===== src/rtl/pc_gen_if.sv =====
// Fetch-side bundle between EX-stage redirect resolution and the PC generator.
// The generator uses the slave view; the requester/observer uses the master view.
interface pc_gen_if #(
  parameter int ADDR_W = 32
);
  logic              stall;
  logic              trap;
  logic              jr_en;
  logic [ADDR_W-1:0] jr_target;
  logic              jump_en;
  logic [25:0]       jump_addr;
  logic              br_en;
  logic [15:0]       br_off;
  logic [ADDR_W-1:0] ex_pc;
  logic [ADDR_W-1:0] pc;
  logic [ADDR_W-1:0] pc_plus4;
  logic              fetch_valid;
  logic              halted;
  logic              redirect;

  modport master (
    output stall, trap, jr_en, jr_target, jump_en, jump_addr, br_en, br_off, ex_pc,
    input  pc, pc_plus4, fetch_valid, halted, redirect
  );

  modport slave (
    input  stall, trap, jr_en, jr_target, jump_en, jump_addr, br_en, br_off, ex_pc,
    output pc, pc_plus4, fetch_valid, halted, redirect
  );
endinterface


===== src/rtl/pc_gen_unit.sv =====
// Program-counter generator: sequential +4, branch/jump/jr/trap redirects with zero-bubble apply,
// a one-entry pending-redirect buffer while stalled, and halt after fetching LAST_PC.
module pc_gen_unit #(
  parameter int                ADDR_W       = 32,
  parameter logic [ADDR_W-1:0] RESET_VECTOR = 'h0000_3000,
  parameter logic [ADDR_W-1:0] LAST_PC      = 'h0000_307C,
  parameter logic [ADDR_W-1:0] TRAP_VECTOR  = 'h0000_4180
) (
  input logic    clk,
  input logic    PcReSet_n,
  pc_gen_if.slave bus
);
  localparam logic [2:0] PRIO_NONE = 3'd0;
  localparam logic [2:0] PRIO_BR   = 3'd1;
  localparam logic [2:0] PRIO_J    = 3'd2;
  localparam logic [2:0] PRIO_JR   = 3'd3;
  localparam logic [2:0] PRIO_TRAP = 3'd4;

  logic [ADDR_W-1:0] pc_q, pc_d;
  logic [ADDR_W-1:0] pend_tgt_q, pend_tgt_d;
  logic [2:0]        pend_prio_q, pend_prio_d;
  logic              pend_vld_q, pend_vld_d;
  logic              halted_q, halted_d;
  logic              redir_q, redir_d;

  logic [ADDR_W-1:0] ex_seq, br_tgt, j_tgt, jr_tgt;
  logic [ADDR_W-1:0] fresh_tgt;
  logic [2:0]        fresh_prio;
  logic              fresh_wins;

  assign ex_seq = bus.ex_pc + ADDR_W'(4);
  assign br_tgt = ex_seq + {{(ADDR_W-18){bus.br_off[15]}}, bus.br_off, 2'b00};
  assign j_tgt  = {ex_seq[ADDR_W-1:28], bus.jump_addr, 2'b00};
  assign jr_tgt = bus.jr_target & ~ADDR_W'(3);

  always_comb begin
    fresh_prio = PRIO_NONE;
    fresh_tgt  = '0;
    if (bus.trap) begin
      fresh_prio = PRIO_TRAP;
      fresh_tgt  = TRAP_VECTOR;
    end else if (bus.jr_en) begin
      fresh_prio = PRIO_JR;
      fresh_tgt  = jr_tgt;
    end else if (bus.jump_en) begin
      fresh_prio = PRIO_J;
      fresh_tgt  = j_tgt;
    end else if (bus.br_en) begin
      fresh_prio = PRIO_BR;
      fresh_tgt  = br_tgt;
    end
  end

  // Ties with the buffered entry go to the fresh request (it is the newer decision).
  assign fresh_wins = (fresh_prio != PRIO_NONE) && (!pend_vld_q || fresh_prio >= pend_prio_q);

  always_comb begin
    pc_d        = pc_q;
    pend_tgt_d  = pend_tgt_q;
    pend_prio_d = pend_prio_q;
    pend_vld_d  = pend_vld_q;
    halted_d    = halted_q;
    redir_d     = 1'b0;
    if (bus.stall) begin
      if (fresh_prio != PRIO_NONE && (!pend_vld_q || fresh_prio > pend_prio_q)) begin
        pend_vld_d  = 1'b1;
        pend_prio_d = fresh_prio;
        pend_tgt_d  = fresh_tgt;
      end
    end else if (fresh_wins || pend_vld_q) begin
      pc_d        = fresh_wins ? fresh_tgt : pend_tgt_q;
      pend_vld_d  = 1'b0;
      pend_prio_d = PRIO_NONE;
      halted_d    = 1'b0;
      redir_d     = 1'b1;
    end else if (pc_q == LAST_PC) begin
      halted_d = 1'b1;
    end else begin
      pc_d = pc_q + ADDR_W'(4);
    end
  end

  always_ff @(posedge clk or negedge PcReSet_n) begin
    if (!PcReSet_n) begin
      pc_q        <= RESET_VECTOR;
      pend_tgt_q  <= '0;
      pend_prio_q <= PRIO_NONE;
      pend_vld_q  <= 1'b0;
      halted_q    <= 1'b0;
      redir_q     <= 1'b0;
    end else begin
      pc_q        <= pc_d;
      pend_tgt_q  <= pend_tgt_d;
      pend_prio_q <= pend_prio_d;
      pend_vld_q  <= pend_vld_d;
      halted_q    <= halted_d;
      redir_q     <= redir_d;
    end
  end

  assign bus.pc          = pc_q;
  assign bus.pc_plus4    = pc_q + ADDR_W'(4);
  assign bus.fetch_valid = !halted_q;
  assign bus.halted      = halted_q;
  assign bus.redirect    = redir_q;
endmodule


===== src/flat_wrapper.sv =====
// flat-port wrapper written by rule: the top's interface ports become plain ports
module pc_gen_unit_flat 
#(
  parameter int                ADDR_W       = 32,
  parameter logic [ADDR_W-1:0] RESET_VECTOR = 'h0000_3000,
  parameter logic [ADDR_W-1:0] LAST_PC      = 'h0000_307C,
  parameter logic [ADDR_W-1:0] TRAP_VECTOR  = 'h0000_4180
)
  (clk, PcReSet_n, bus_stall, bus_trap, bus_jr_en, bus_jr_target, bus_jump_en, bus_jump_addr, bus_br_en, bus_br_off, bus_ex_pc, bus_pc, bus_pc_plus4, bus_fetch_valid, bus_halted, bus_redirect);
  pc_gen_if #(.ADDR_W(ADDR_W)) bus_i ();
  input logic clk;
  input logic PcReSet_n;
  input wire logic [$bits(bus_i.stall)-1:0] bus_stall;
  input wire logic [$bits(bus_i.trap)-1:0] bus_trap;
  input wire logic [$bits(bus_i.jr_en)-1:0] bus_jr_en;
  input wire logic [$bits(bus_i.jr_target)-1:0] bus_jr_target;
  input wire logic [$bits(bus_i.jump_en)-1:0] bus_jump_en;
  input wire logic [$bits(bus_i.jump_addr)-1:0] bus_jump_addr;
  input wire logic [$bits(bus_i.br_en)-1:0] bus_br_en;
  input wire logic [$bits(bus_i.br_off)-1:0] bus_br_off;
  input wire logic [$bits(bus_i.ex_pc)-1:0] bus_ex_pc;
  output wire logic [$bits(bus_i.pc)-1:0] bus_pc;
  output wire logic [$bits(bus_i.pc_plus4)-1:0] bus_pc_plus4;
  output wire logic [$bits(bus_i.fetch_valid)-1:0] bus_fetch_valid;
  output wire logic [$bits(bus_i.halted)-1:0] bus_halted;
  output wire logic [$bits(bus_i.redirect)-1:0] bus_redirect;
  assign bus_i.stall = bus_stall;
  assign bus_i.trap = bus_trap;
  assign bus_i.jr_en = bus_jr_en;
  assign bus_i.jr_target = bus_jr_target;
  assign bus_i.jump_en = bus_jump_en;
  assign bus_i.jump_addr = bus_jump_addr;
  assign bus_i.br_en = bus_br_en;
  assign bus_i.br_off = bus_br_off;
  assign bus_i.ex_pc = bus_ex_pc;
  assign bus_pc = bus_i.pc;
  assign bus_pc_plus4 = bus_i.pc_plus4;
  assign bus_fetch_valid = bus_i.fetch_valid;
  assign bus_halted = bus_i.halted;
  assign bus_redirect = bus_i.redirect;
  pc_gen_unit #(.ADDR_W(ADDR_W), .RESET_VECTOR(RESET_VECTOR), .LAST_PC(LAST_PC), .TRAP_VECTOR(TRAP_VECTOR)) u_core (.clk(clk), .PcReSet_n(PcReSet_n), .bus(bus_i));
endmodule

===== config.mk =====
export PLATFORM = sky130hd
export DESIGN_NAME = pc_gen_unit_flat
export DESIGN_NICKNAME = d
export VERILOG_FILES = /design/src/rtl/pc_gen_if.sv /design/src/rtl/pc_gen_unit.sv /design/src/flat_wrapper.sv
export SDC_FILE = /design/constraint.sdc
export NUM_CORES = 1
export LEC_CHECK = 0
export CORE_MARGIN = 5
export CORE_UTILIZATION = 26
export CTS_CLUSTER_DIAMETER = 80
export DETAILED_ROUTE_END_ITERATION = 8
export GPL_TIMING_DRIVEN = 0
export SETUP_SLACK_MARGIN = 0.2
export SLEW_MARGIN = 20
export SYNTH_ARGS = -nofsm -noshare
export SYNTH_HDL_FRONTEND = slang
export SYNTH_SLANG_ARGS = --single-unit

===== constraint.sdc =====
create_clock -name clk -period 2.31 [get_ports clk]
set_input_delay 0.462 -clock clk [delete_from_list [all_inputs] [get_ports clk]]
set_output_delay 0.462 -clock clk [all_outputs]
set_load 0.02 [all_outputs]

==> out/results.ini <==
[drt]
routed_wl_um=35500
drtPass1Iterations=5
final_antenna_net_count=0
drc=0
routed_via_density=5.50
num_vias=9014
drt_iter0_drc=647
wl_per_cell_um=21.7

[synth]
ys_ff_latch=70
syn_inst=891
synth_common_cells=105 x nand2_1, 84 x nor2_1, 73 x a21oi_1
synth.net_count=1044
avgSynthCellArea_sq_um=7.62
synth_top_area_share_pct=25.1
synthTopCellsByArea=dfrtp_1 25%, ha_1 7.2%, nand2_1 5.8%
ys_warn_count=0
yosysMostFrequentCell=nand2_1
yosys.area.top_type=dfrtp_1
synth.distinct_cells=74
synth_edf_count=0
netlist_area_sq_um=6790
ys.flop_type=dfrtp_1
ys_seq_area_share_pct=25.8
async_flop_share_pct=100

[floorplan]
initial_core_util_pct=26.2
core-area_sq_um=25900
die_x_um=172
ioPinCount=180
fp.dieH_um=172
die_area_sq_um=29500
num_rows=59

[setup_path]
crit_slowest_cell=or4_4
cp_data_arrival_time_ns=3.79
cp_slowest_stage_delay_ns=0.45
crit_required_ns=2.58
start_kind=input port
reg2regPathDepth=16
cp.buffers_inverters=4
crit_chain=buf_8 > buf_6 > nand4_4 > buf_4 > or3_4 > nor2_4 > nand2_2 > xnor2_2 > ha_1 > a21o_1 > a2111oi_4 > o21ai_2 > a41oi_2 > buf_4 > xnor2_2 > a221oi_2 > or4_4 > a21oi_2
worst-setup-path-type=input port to register
crit_family=simple AND/OR/NAND/NOR gates
crit_cells=18
worst-path-max-fanout=3
crit_path_end_kind=register

[timing]
rsz0062_at_grt=yes
setup_viol_count_final=67
report.final.slew_viol_count=0
fmax_mhz=284
finClkSkew_ns=0.00722
whs_ns=0.0546
min_period_ns=3.52
final.setup.tns_ns=-43.24
slew_headroom_pct=38.9
timing.final.crit_share_pct=152
tightestPinTransition_ns=0.916
fin_ws_ns=-1.21
hold_viol=0

[grt]
grt_pass1_vias=8836
grt_max_degree=45
antenna_found_initial=0
grt_overflow_total=0
grt_usage_pct=22.1
grt_pass1_wl_um=50800

[finish]
syn2layout_area_growth_pct=113
antenna_cells=0
nets=1451
drive_gt1_share_pct=53.6
fillCellCount=2132

[power]
vdd_ir_drop_max_v=0.000424
powerDensity_nw_per_um2=491
leakage_nw=5.96
p_total_mw=7.10

[clocking]
cts_tree=done
clockBufferDepth=2
clk_pin_slew_worst_paths_ns=0.06
clock_sinks=70
cts_root_buffer=clkbuf_16
hold_buffers=0
cts_made_buffers=9
clkLatencyLatePin_ns=0.34
htree_levels=3

[run_status]
violations=negative setup slack
status=finished with violations

[placed_design]
place.gp.congestion=0.874
io_buffers=176
hpwl_um=23800

[hold_path]
hp-class=input port to async pin

[job]
drv_cap=0

cell families after synthesis:
logic type / Yosys count / synth area share [%]
buffers and inverters: 75 / 4.48
AO/OA/AOI/OAI: 275 / 26.6
AND/OR/NAND/NOR: 356 / 25.8
flip-flops: 70 / 25.8
XOR/XNOR: 71 / 9.27
adder cells (fa/ha/maj): 40 / 7.48
multiplexers: 4 / 0.626
where the power goes:
part | switching (mW) | internal, mW | leakage [nW] | total (mW)
combinational | 1.92 | 1.90 | 4.93 | 3.82
sequential | 0.257 | 1.42 | 0.872 | 1.68
clock | 0.550 | 1.05 | 0.159 | 1.60
total | 2.72 | 4.38 | 5.96 | 7.10
timing repair:
action,CTS,global route
gates cloned,7,3
endpoints found under the hold margin,0,0
pin swaps,142,137
setup endpoints to repair,99,98
buffers inserted,153,56
resized for setup,511,288
per-stage QoR:
| stage | utilization [%] | std cells | setup WS [ns] | area [sq um] |
|---|---|---|---|---|
| 5_1_grt | 55.8 | 1638 | -1.37 | 14500 |
| 4_1_cts | 49.3 | 1579 | -1.29 | 12800 |
| 6_report | 55.8 | 1638 | -1.21 | 14500 |
| 3_5_place_dp | 38.1 | 1403 | -2.52 | 9870 |
| 3_3_place_gp | 38.0 | 1402 | -2.43 | 9850 |
| 2_1_floorplan | - | 891 | -1.14 | 7670 |
cell usage in the layout (no fill, tap or decap), drive strengths merged, types with 8 or more instances in the layout:
master / n
a21o: 10
a21oi: 73
a221oi: 18
and3: 18
buf: 280
clkbuf: 47
clkdlybuf4s50: 113
dfrtp: 68
dlygate4sd2: 9
ha: 39
inv: 24
nand2: 105
nand3: 38
nand4: 28
nor2: 88
nor3: 23
nor4: 14
o211ai: 14
o21a: 11
o21ai: 64
o31ai: 8
o41ai: 8
xnor2: 41
xor2: 30
flip-flops by register name, indices dropped and copies added, names as in the netlist:
| signal | count |
|---|---|
| u_core.bus.pc | 32 |
| u_core.pend_vld_q | 1 |
| u_core.pend_tgt_q | 32 |
| u_core.bus.redirect | 1 |
| u_core.bus.halted | 1 |
| u_core.pend_prio_q | 3 |
worst reg2reg max path, cell delays in order (launching register included):
cell and delay [ns]:
dfrtp_2 0.41, ha_4 0.17, nand3_4 0.09, nor2_4 0.15
nand4_1 0.20, buf_4 0.22, nor2_4 0.14, buf_6 0.14
buf_6 0.09, buf_6 0.09, nand2_4 0.04, xnor2_2 0.13
buf_4 0.13, buf_4 0.13, a221oi_1 0.33, o21ai_2 0.12
o21a_1 0.12
per-layer routing:
layer / GRT usage [%] / routed length (um) / vias to the layer above
li1: - / - / 4143
met1: 28.3 / 14100 / 4414
met2: 37.8 / 17800 / 388
met3: 2.78 / 2230 / 69
met4: 8.61 / 1380 / 0
met5: 0 / 0 / -
layout make-up:
type | instances | area (sq um) | area share (%)
multi-input cells | 746 | 7370 | 50.9
flip-flops and latches | 70 | 1770 | 12.2
clock inverters | 6 | 110 | 0.761
well taps | 335 | 419 | 2.90
clock buffers | 10 | 229 | 1.58
repair buffers | 396 | 3850 | 26.6
plain buffers | 50 | 612 | 4.23
inverters | 25 | 105 | 0.727
path summary, 6_finish.rpt:
kind | startpoint | end | slack (ns)
hold reg to reg | u_core.pend_tgt_q[26] | u_core.pend_tgt_q[26] | 0.48
min in group clk | u_core.pend_tgt_q[26] | u_core.pend_tgt_q[26] | 0.48
max in group asynchronous | PcReSet_n | u_core.bus.pc[13] | 1.62
setup / recovery | bus_ex_pc[8] | u_core.bus.pc[23] | -1.21
setup reg to reg | u_core.bus.pc[2] | u_core.bus.pc[22] | -0.50
hold / removal | PcReSet_n | u_core.bus.pc[3] | 0.05
Note: power is estimated with default switching activity, not from simulation.
